`config.mk`:
```
export PLATFORM = sky130hd
export DESIGN_NAME = vc_d_arbiter
export DESIGN_NICKNAME = d
export VERILOG_FILES = /design/src/rtl/vc_d_arbiter.sv
export SDC_FILE = /design/constraint.sdc
export NUM_CORES = 1
export LEC_CHECK = 0
export BUFFER_PORTS_ARGS = -buffer_cell sky130_fd_sc_hd__buf_2
export CORE_UTILIZATION = 33
export DETAILED_ROUTE_END_ITERATION = 6
export PLACE_DENSITY = 0.73
export SYNTH_ARGS = -nofsm -noshare
export SYNTH_HDL_FRONTEND = slang
export SYNTH_SLANG_ARGS = --single-unit
```
`constraint.sdc`:
```
create_clock -name clk -period 2 [get_ports clk]
set_clock_uncertainty 0.2 [all_clocks]
set_input_delay 0.5 -clock clk [delete_from_list [all_inputs] [get_ports clk]]
set_output_delay 0.5 -clock clk [all_outputs]
set_load 0.05 [all_outputs]
```
`src/rtl/vc_d_arbiter.sv`:
```
// Virtual-channel to destination arbiter: strict-priority pop from VC0/VC1, one-cycle
// steer into D0/D1 by word MSB, plus the threshold configuration state machine.
module vc_d_arbiter #(
    parameter int DATA_SIZE  = 6,
    parameter int AF_DEFAULT = 12,
    parameter int AE_DEFAULT = 2
) (
    input  logic                 clk,
    input  logic                 reset_L,
    input  logic                 init,
    input  logic [DATA_SIZE-1:0] afd_in,
    input  logic [DATA_SIZE-1:0] aed_in,
    input  logic                 fifo_empty_vc0,
    input  logic                 fifo_empty_vc1,
    input  logic [DATA_SIZE-1:0] data_vc0,
    input  logic [DATA_SIZE-1:0] data_vc1,
    input  logic                 fifo_pause_d0,
    input  logic                 fifo_pause_d1,
    output logic                 pop_vc0,
    output logic                 pop_vc1,
    output logic                 push_d0,
    output logic                 push_d1,
    output logic [DATA_SIZE-1:0] data_out,
    output logic [DATA_SIZE-1:0] afd,
    output logic [DATA_SIZE-1:0] aed,
    output logic [1:0]           state,
    output logic                 idle
);

    typedef enum logic [1:0] {
        ST_RESET  = 2'd0,
        ST_INIT   = 2'd1,
        ST_IDLE   = 2'd2,
        ST_ACTIVE = 2'd3
    } state_t;

    state_t               state_q, state_d;
    logic [DATA_SIZE-1:0] afd_q, aed_q;
    logic                 pending_q, sel_q;
    logic                 go, pend_eff;
    logic [DATA_SIZE-1:0] mux_data;

    // A raised init stops new pops in the same cycle; a held reset also discards the pending push.
    always_comb begin
        go       = reset_L && !init && (state_q == ST_ACTIVE) && !fifo_pause_d0 && !fifo_pause_d1;
        pop_vc0  = go && !fifo_empty_vc0;
        pop_vc1  = go && fifo_empty_vc0 && !fifo_empty_vc1;
        pend_eff = reset_L && pending_q;
        mux_data = sel_q ? data_vc1 : data_vc0;
        data_out = pend_eff ? mux_data : '0;
        push_d0  = pend_eff && !mux_data[DATA_SIZE-1];
        push_d1  = pend_eff && mux_data[DATA_SIZE-1];
    end

    always_comb begin
        state_d = state_q;
        if (init) begin
            state_d = ST_INIT;
        end else begin
            case (state_q)
                ST_RESET:  state_d = ST_INIT;
                ST_INIT:   state_d = ST_IDLE;
                ST_IDLE:   if (!fifo_empty_vc0 || !fifo_empty_vc1) state_d = ST_ACTIVE;
                ST_ACTIVE: if (fifo_empty_vc0 && fifo_empty_vc1 && !pending_q && !pop_vc0 && !pop_vc1)
                               state_d = ST_IDLE;
                default:   state_d = ST_RESET;
            endcase
        end
    end

    always_ff @(posedge clk) begin
        if (!reset_L) begin
            state_q   <= ST_RESET;
            afd_q     <= DATA_SIZE'(AF_DEFAULT);
            aed_q     <= DATA_SIZE'(AE_DEFAULT);
            pending_q <= 1'b0;
            sel_q     <= 1'b0;
        end else begin
            state_q   <= state_d;
            pending_q <= pop_vc0 || pop_vc1;
            if (pop_vc0 || pop_vc1) begin
                sel_q <= pop_vc1;
            end
            if (init) begin
                afd_q <= afd_in;
                aed_q <= aed_in;
            end
        end
    end

    assign afd   = afd_q;
    assign aed   = aed_q;
    assign state = state_q;
    assign idle  = (state_q == ST_IDLE);

endmodule

```
Yosys cells after proc, flatten, opt, wreduce, memory -nomap -nowiden:

Cells that the tools add are included.

* equality and inequality tests: 7
* multiplexer cells: 6
* bitwise operators: 1
* reductions and logical operators: 29

Operators with widths (number)
* $logic_and A1 B1 Y1: 14
* $mux W6: 2
* $logic_not A1 Y1: 9
* $pmux W2 S4: 1
* $ne A3 B2 Y1 const B: 2
* $eq A2 B2 Y1 const B: 2
* $mux W2: 2
* $ne A2 B1 Y1 const B: 2
* $reduce_and A2 Y1: 2
* $eq A2 B1 Y1 const B: 1
* $logic_not A2 Y1: 1
* $logic_or A1 B1 Y1: 2
* $reduce_or A2 Y1: 1
* $mux W1: 1
* $not A1 Y1: 1

* bits in registers: 16
* input bits: 31
* output and inout port bits: 25
* word-level logic and storage cells: 49

Logic depth before layout (Yosys ltp):

Gate-level depths: netlist of the first run.

* word-level depth: 12
* mapped depth: 4
* gate-level depth less buffers: 3

Worst setup path before layout of the first run:

OpenSTA, ideal clock, no wires.

* path type: reg2out
* start: reg state_q[0], in the netlist state[0]
* end: out pop_vc0
* data arrival time: 1.852 ns
* data required time: 1.300 ns
* path slack: -0.552 ns
* stages on the path, launching flop included: 4
* buffers on the path: 0
* path through: dfxtp_1 nand4b_4 or3_4 nor2_1

* cells in the longest elaborated chain, start to end: 5

RTL lines
* start: declaration: line 37 `state_t state_q, state_d;`
* start signal: assignment: line 79 `state_q <= state_d;`
* $eq A2 B2 Y1: line 45 `go = reset_L && !init && (state_q == ST_ACTIVE) && !fifo_pause_d0 && !fifo_pause_d1;`
* $logic_and A1 B1 Y1 (3 in a row): line 45
* $logic_and A1 B1 Y1: line 46 `pop_vc0 = go && !fifo_empty_vc0;`
* end: declaration: line 19 `output logic pop_vc0,`

No other way between the ends.

Final worst setup path of the first run:

* start: in init
* end: out pop_vc0

* cells in the longest elaborated chain, start to end: 6

RTL lines
* start: declaration: line 10 `input logic init,`
* $logic_not A1 Y1: line 45
* $logic_and A1 B1 Y1 (4 in a row): line 45
* $logic_and A1 B1 Y1: line 46

No other way between the ends.

==> results of run 1 <==
## how the worst min path moves through the flow
| stage | endpoint | slack [ns] | cells after the start |
|---|---|---|---|
| finish | afd[2] | 0.24 | 3 |
| global route | afd[2] | 0.22 | 3 |
| CTS | afd[2] | 0.23 | 3 |
| detailed placement | afd[2] | 0.26 | 2 |
| global placement | aed[1] | 0.25 | 2 |
| floorplan | pending_q | 0.39 | 1 |
## per-stage QoR
| step | instances | power [mW] | worst slack [ns] | hold WS (ns) |
|---|---|---|---|---|
| after floorplan | 74 | 0.4601 | -0.09767 | 0.3888 |
| after global placement | 159 | 0.5176 | -0.1655 | 0.2507 |
| after detailed placement | 159 | 0.5217 | -0.1983 | 0.2568 |
| after CTS | 164 | 0.6871 | -0.07567 | 0.2276 |
| after global routing | 164 | 0.7171 | -0.1167 | 0.2218 |
| final | 164 | 0.6776 | -0.06391 | 0.2381 |
## cell type report
type	count	area (um2)
fill	177	834.6
multi-input combinational	53	425.4
timing repair buffer	65	396.6
sequential	16	329.1
clock buffer	3	22.52
tap	27	33.78
## logic make-up after synthesis
family | count (synthesis) | share of synthesized area [%]
compound gates | 4 | 3.878
buf+inv | 5 | 4.216
flops | 16 | 43.17
mux | 18 | 24.28
simple gates | 31 | 24.45
## cell usage after synthesis
master / instances
nor2b_1: 11
buf_6: 1
and2_1: 3
o221a_1: 1
nand4b_4: 1
nand2_1: 5
clkbuf_1: 2
buf_2: 1
or3_4: 1
dfxtp_1: 16
a21boi_0: 1
nor4_1: 1
mux2i_1: 18
o21ai_0: 1
a21oi_1: 1
buf_4: 1
nor2_1: 9
## worst min-delay path: cells and delay by family
kind	cells	cell delay [ns]
simple gates	1	0.06
buf+inv	1	0.07
mux	1	0.05
## power by group
group	switching [mW]	leakage, nW	internal [mW]
clock	0.0891	0.0138	0.0697
sequential	0.00939	0.134	0.335
combinational	0.107	0.459	0.0675
total	0.206	0.606	0.472
## what timing repair did
item / 4_1_cts / 5_1_grt
setup buffers: 2 / 0
gates resized for setup: 11 / 10
endpoints found under the setup margin: 5 / 10
## registers in the layout, indices dropped and copies added, names as in the netlist
signal     flops
afd            6
aed            6
state          2
sel_q          1
pending_q      1
## metal layers
| layer | vias to the layer above | share of wire (%) | global-route usage, % |
|---|---|---|---|
| met3 | 2 | 8.4 | 3.738 |
| met2 | 38 | 52 | 29.91 |
| met5 | - | 0 | 0 |
| li1 | 375 | - | - |
| met1 | 316 | 38 | 16.60 |
| met4 | 0 | 0.67 | 7.143 |
==> results.json, run 1 <==
{
  "status": "finished, violations left",
  "violations": "negative setup slack",
  "die-area_um2": 2442,
  "synth_top_area_cell": "dfxtp_1",
  "crit_path_start_kind": "primary input",
  "cp_slowest_stage_delay_ns": 0.36,
  "netlist.area_leader.share_pct": 43.17,
  "clock_path_buffers": 2,
  "grt_pass1_vias": 706,
  "cp_cell_sequence": "buf_6, nand4b_4, or3_4, nor2_4, buf_8",
  "core_area_um2": 2042,
  "rrSetupSlack_ns": 0.49,
  "gp_congestion": 0.7892,
  "drt-initial-drc-count": 1,
  "dieHeight_um": 49.42,
  "cp_top_family": "simple AND/OR/NAND/NOR gates",
  "ant_nets": 0,
  "worstHoldPathType": "in2reg",
  "clkLatencyLatePin_ns": 0.27,
  "numCtsBuffers": 3,
  "yosysWarnings": 0,
  "crit_path_end": "pop_vc0",
  "vias": 731,
  "yosys-top-cells-area": "dfxtp_1 43%, mux2i_1 24%, nor2b_1 9.3%",
  "fin_area_um2": 1207,
  "grt_max_degree": 16,
  "wl_per_cell_um": 10.88,
  "drv_cap": 0,
  "finalHoldViolCount": 0,
  "cp_max_fo": 2,
  "fin_tns_setup_ns": -0.08000,
  "rr_startpoint": "state[0]",
  "rr_endpoint": "sel_q",
  "setup_viol": 2,
  "arrival_ns": 1.36,
  "cellPowerDensity_nw_per_um2": 561.2,
  "p_leak_nw": 0.6065,
  "crit_start": "init",
  "worst_pin_slew_ns": 0.2557,
  "synth-seq-cells": 16,
  "grt_pass1_wl_um": 2953,
  "fin_ws_ns": -0.06391,
  "drtPass1Iterations": 3,
  "critPathBufInv": 2,
  "portBuffers": 55,
  "final_common_cell": "buf_2",
  "root_buffer": "clkbuf_4",
  "yosysUniqueCellTypes": 17,
  "ctsHoldBuffers": 0,
  "worstHoldStart": "afd_in[2]",
  "finalWirelength_um": 1785,
  "max_slew_margin_pct": 82.81,
  "syn_nets": 105,
  "path_depth": 5,
  "fin_nets": 170,
  "globalRoute.totalOverflow": 0,
  "die_w_um": 49.42,
  "slowest_stage": "or3_4",
  "cp-end-kind": "output port",
  "syn_area_per_cell_um2": 10.03,
  "fin_crit_sh_pct": 103.2,
  "place_area_um2": 1107,
  "peakVddDrop_mv": 0.4579,
  "clock.fmax_mhz": 484.5,
  "grt.total_usage_pct": 15.96,
  "reg2regPathDepth": 4,
  "cts_max_level": 1,
  "crit_type": "in2out",
  "finalCriticalPeriod_ns": 2.064,
  "final_cell_mix": "44 x buf_2, 17 x mux2i_1, 13 x dfxtp_1, 13 x buf_4, 10 x nor2b_1",
  "syn_to_final_growth_pct": 62.73,
  "clk_pin_slew_ns": 0.08,
  "cp.required_ns": 1.30,
  "antenna_found_initial": 0,
  "drive_gt1_share_pct": 57.66,
  "io_pins": 56,
  "viasPerCell": 4.457,
  "drcViolationCount": 0,
  "syn_inst": 74,
  "clkSinkCount": 16,
  "rsz0062_at_grt": "true",
  "cts_tree": "yes",
  "syn_area_um2": 742.0,
  "hpwl_um": 1354,
  "antenna_cells": 0,
  "rows": 16,
  "start_util_pct": 36.34,
  "slew_viol_final": 0,
  "fin_util_pct": 59.13,
  "ys_seq_area_share_pct": 43.17
}
No activity file was read; power rests on OpenSTA's default activity.
==> run 2: changes to the inputs <==
Settings changed: ABC_AREA set to 1, CORE_MARGIN set to 2, PLACE_DENSITY 0.73 to 0.74.
==> run 2 against run 1 <==
Effect of this change: the run now ends clean; total power up 7.3%; area after synthesis fell by 5.9%; clock power is 30% higher; critical path depth is 2 lower; maximum frequency grew 5.8%; register-to-register slack gained 0.27 ns; setup slack improved by 0.11 ns; cell count increased by 15%; sequential share of layout area up 1.5 points; clock-buffer cell count up 1; synthesized cell count rose by 35%; largest power group unchanged.
==> results.json, run 2 <==
{
  "status": "finished clean",
  "whs_ns": 0.2317,
  "fin_util_pct": 56.57,
  "synth-seq-cells": 16,
  "crit_type": "reg2out",
  "yosysUniqueCellTypes": 17,
  "vias": 861,
  "finalCriticalPeriod_ns": 1.951,
  "finalHoldViolCount": 0,
  "clock_path_buffers": 2,
  "slew_viol_final": 0,
  "grt_pass1_wl_um": 3070,
  "syn_inst": 100,
  "drcViolationCount": 0,
  "fin_area_um2": 1121,
  "slowest_stage": "dfxtp_1",
  "syn_nets": 131,
  "wl_per_cell_um": 10.67,
  "cp-end-kind": "output port",
  "crit_path_start_kind": "register",
  "netlist.area_leader.share_pct": 45.88,
  "async_flop_share_pct": 0,
  "stdcell_count": 188,
  "hold_depth": 3,
  "min_to": "aed[1]",
  "cp_max_fo": 6,
  "ctsHoldBuffers": 0,
  "ant_nets": 0,
  "final_cell_mix": "47 x buf_2, 22 x nand2_1, 20 x nor2_1, 14 x dfxtp_1, 11 x buf_4",
  "grt_pass1_vias": 781,
  "clock.fmax_mhz": 512.7,
  "syn_area_per_cell_um2": 6.982,
  "reg2regPathDepth": 6,
  "root_buffer": "clkbuf_4",
  "arrival_ns": 1.25,
  "clkLatencyLatePin_ns": 0.27,
  "fin_tns_setup_ns": 0,
  "viasPerCell": 4.580,
  "ys_seq_area_share_pct": 45.88,
  "antenna_cells": 0,
  "fin_crit_sh_pct": 97.53,
  "clkSinkCount": 16,
  "drive_gt1_share_pct": 48.45,
  "globalRoute.totalOverflow": 0,
  "peakVddDrop_mv": 0.4572,
  "yosys-top-cells-area": "dfxtp_1 46%, nand2_1 12%, nor2_1 12%",
  "clk_pin_slew_ns": 0.09,
  "hpwl_um": 1492,
  "grt_max_degree": 14,
  "area.sequential_um2": 322.8,
  "cp_slowest_stage_delay_ns": 0.36,
  "die-area_um2": 2500,
  "synth_edf_count": 0,
  "numCtsBuffers": 3,
  "synth_common_cells": "22 x nand2_1, 22 x nor2_1, 16 x dfxtp_1",
  "yosysWarnings": 0,
  "grt.total_usage_pct": 15.35,
  "cp.required_ns": 1.30,
  "drv_cap": 0,
  "finalWirelength_um": 2006,
  "rr_endpoint": "sel_q",
  "rrSetupSlack_ns": 0.76,
  "portBuffers": 55,
  "yosys_most_used_dff": "dfxtp_1",
  "place_area_um2": 1040,
  "syn_area_um2": 698.2,
  "rows": 16,
  "fin_nets": 193,
  "crit_start": "pending_q",
  "setup_viol": 0,
  "cp_cell_sequence": "nand2_1, nor2_2, buf_2",
  "worst_pin_slew_ns": 0.2876,
  "rr_startpoint": "state[0]",
  "syn_to_final_growth_pct": 60.57,
  "multiInputGateArea_um2": 336.6,
  "worstHoldPathType": "in2reg",
  "dp.cells": 184,
  "core_area_um2": 1982,
  "final_common_cell": "buf_2",
  "start_util_pct": 35.23,
  "max_slew_margin_pct": 80.78,
  "synth_top_area_cell": "dfxtp_1",
  "antenna_found_initial": 0,
  "die_w_um": 50.00,
  "cts_max_level": 1,
  "worstHoldStart": "aed_in[1]",
  "postCtsSetupBuffers": 0,
  "rsz0062_at_grt": "true",
  "fillers": 196,
  "cellPowerDensity_nw_per_um2": 648.8,
  "dieHeight_um": 50.00,
  "drt-initial-drc-count": 11,
  "drtPass1Iterations": 6,
  "p_leak_nw": 0.6098,
  "io_pins": 56,
  "gp_congestion": 0.8019,
  "cts_tree": "yes"
}
==> run 2: cell count changes after synthesis, sizes merged, moves of 6 or more <==
cell	delta
nor2	+14
nor2b	-11
a21oi	+6
mux2i	-17
inv	+8
nand2	+17
o21ai	+9
==> run 2: cell families after synthesis <==
group | after synthesis | synth area share (%)
multiplexers | 1 | 1.434
buffers and inverters | 13 | 8.244
AND/OR/NAND/NOR | 51 | 29.75
flip-flops | 16 | 45.88
AO/OA/AOI/OAI | 19 | 14.70
==> run 2: worst max path at each step <==
stage	end	slack [ns]	cells past startpoint
6_report	data_out[5]	0.05	3
5_1_grt	data_out[5]	-0.02	3
4_1_cts	pop_vc0	0.02	5
3_5_place_dp	pop_vc0	0.03	7
3_3_place_gp	pop_vc0	0.05	7
2_1_floorplan	data_out[0]	-0.1	2
==> run 2: where the power goes <==
part	internal [mW]	switching, mW	leakage, nW
Clock	0.110	0.0957	0.0210
Combinational	0.0540	0.119	0.456
Sequential	0.338	0.00979	0.133
==> run 2: layer usage <==
metal	up-vias	track usage [%]	part of all wire (%)
li1	439	-	-
met4	0	2.778	0
met3	0	3.333	10
met5	-	0	0
met2	52	26.75	49
met1	370	19.32	41
==> run 2: critical path, delay by kind of cell (launching register included) <==
family	cells	cell delay [ns]
buf+inv	1	0.27
flops	1	0.36
simple gates	2	0.35
==> run 2: per-stage QoR <==
stage	worst slack, ns	power, mW
after floorplan	-0.09749	0.4644
after global placement	0.04510	0.5235
after detailed placement	0.02562	0.5275
after CTS	0.01538	0.7355
after global routing	-0.01712	0.7615
final	0.04936	0.7273
==> run 2: repair_timing <==
action                     CTS  global route
hold endpoints to repair     0             0
resized for setup            5            14
setup endpoints to repair    6             7
==> run 2: area by class of cell <==
| class | instances | area share (%) |
|---|---|---|
| sequential | 16 | 28.79 |
| clock buffer | 4 | 3.237 |
| tap | 27 | 3.013 |
| timing repair buffer | 62 | 32.03 |
| multi-input combinational | 71 | 30.02 |
| inverter | 8 | 2.902 |
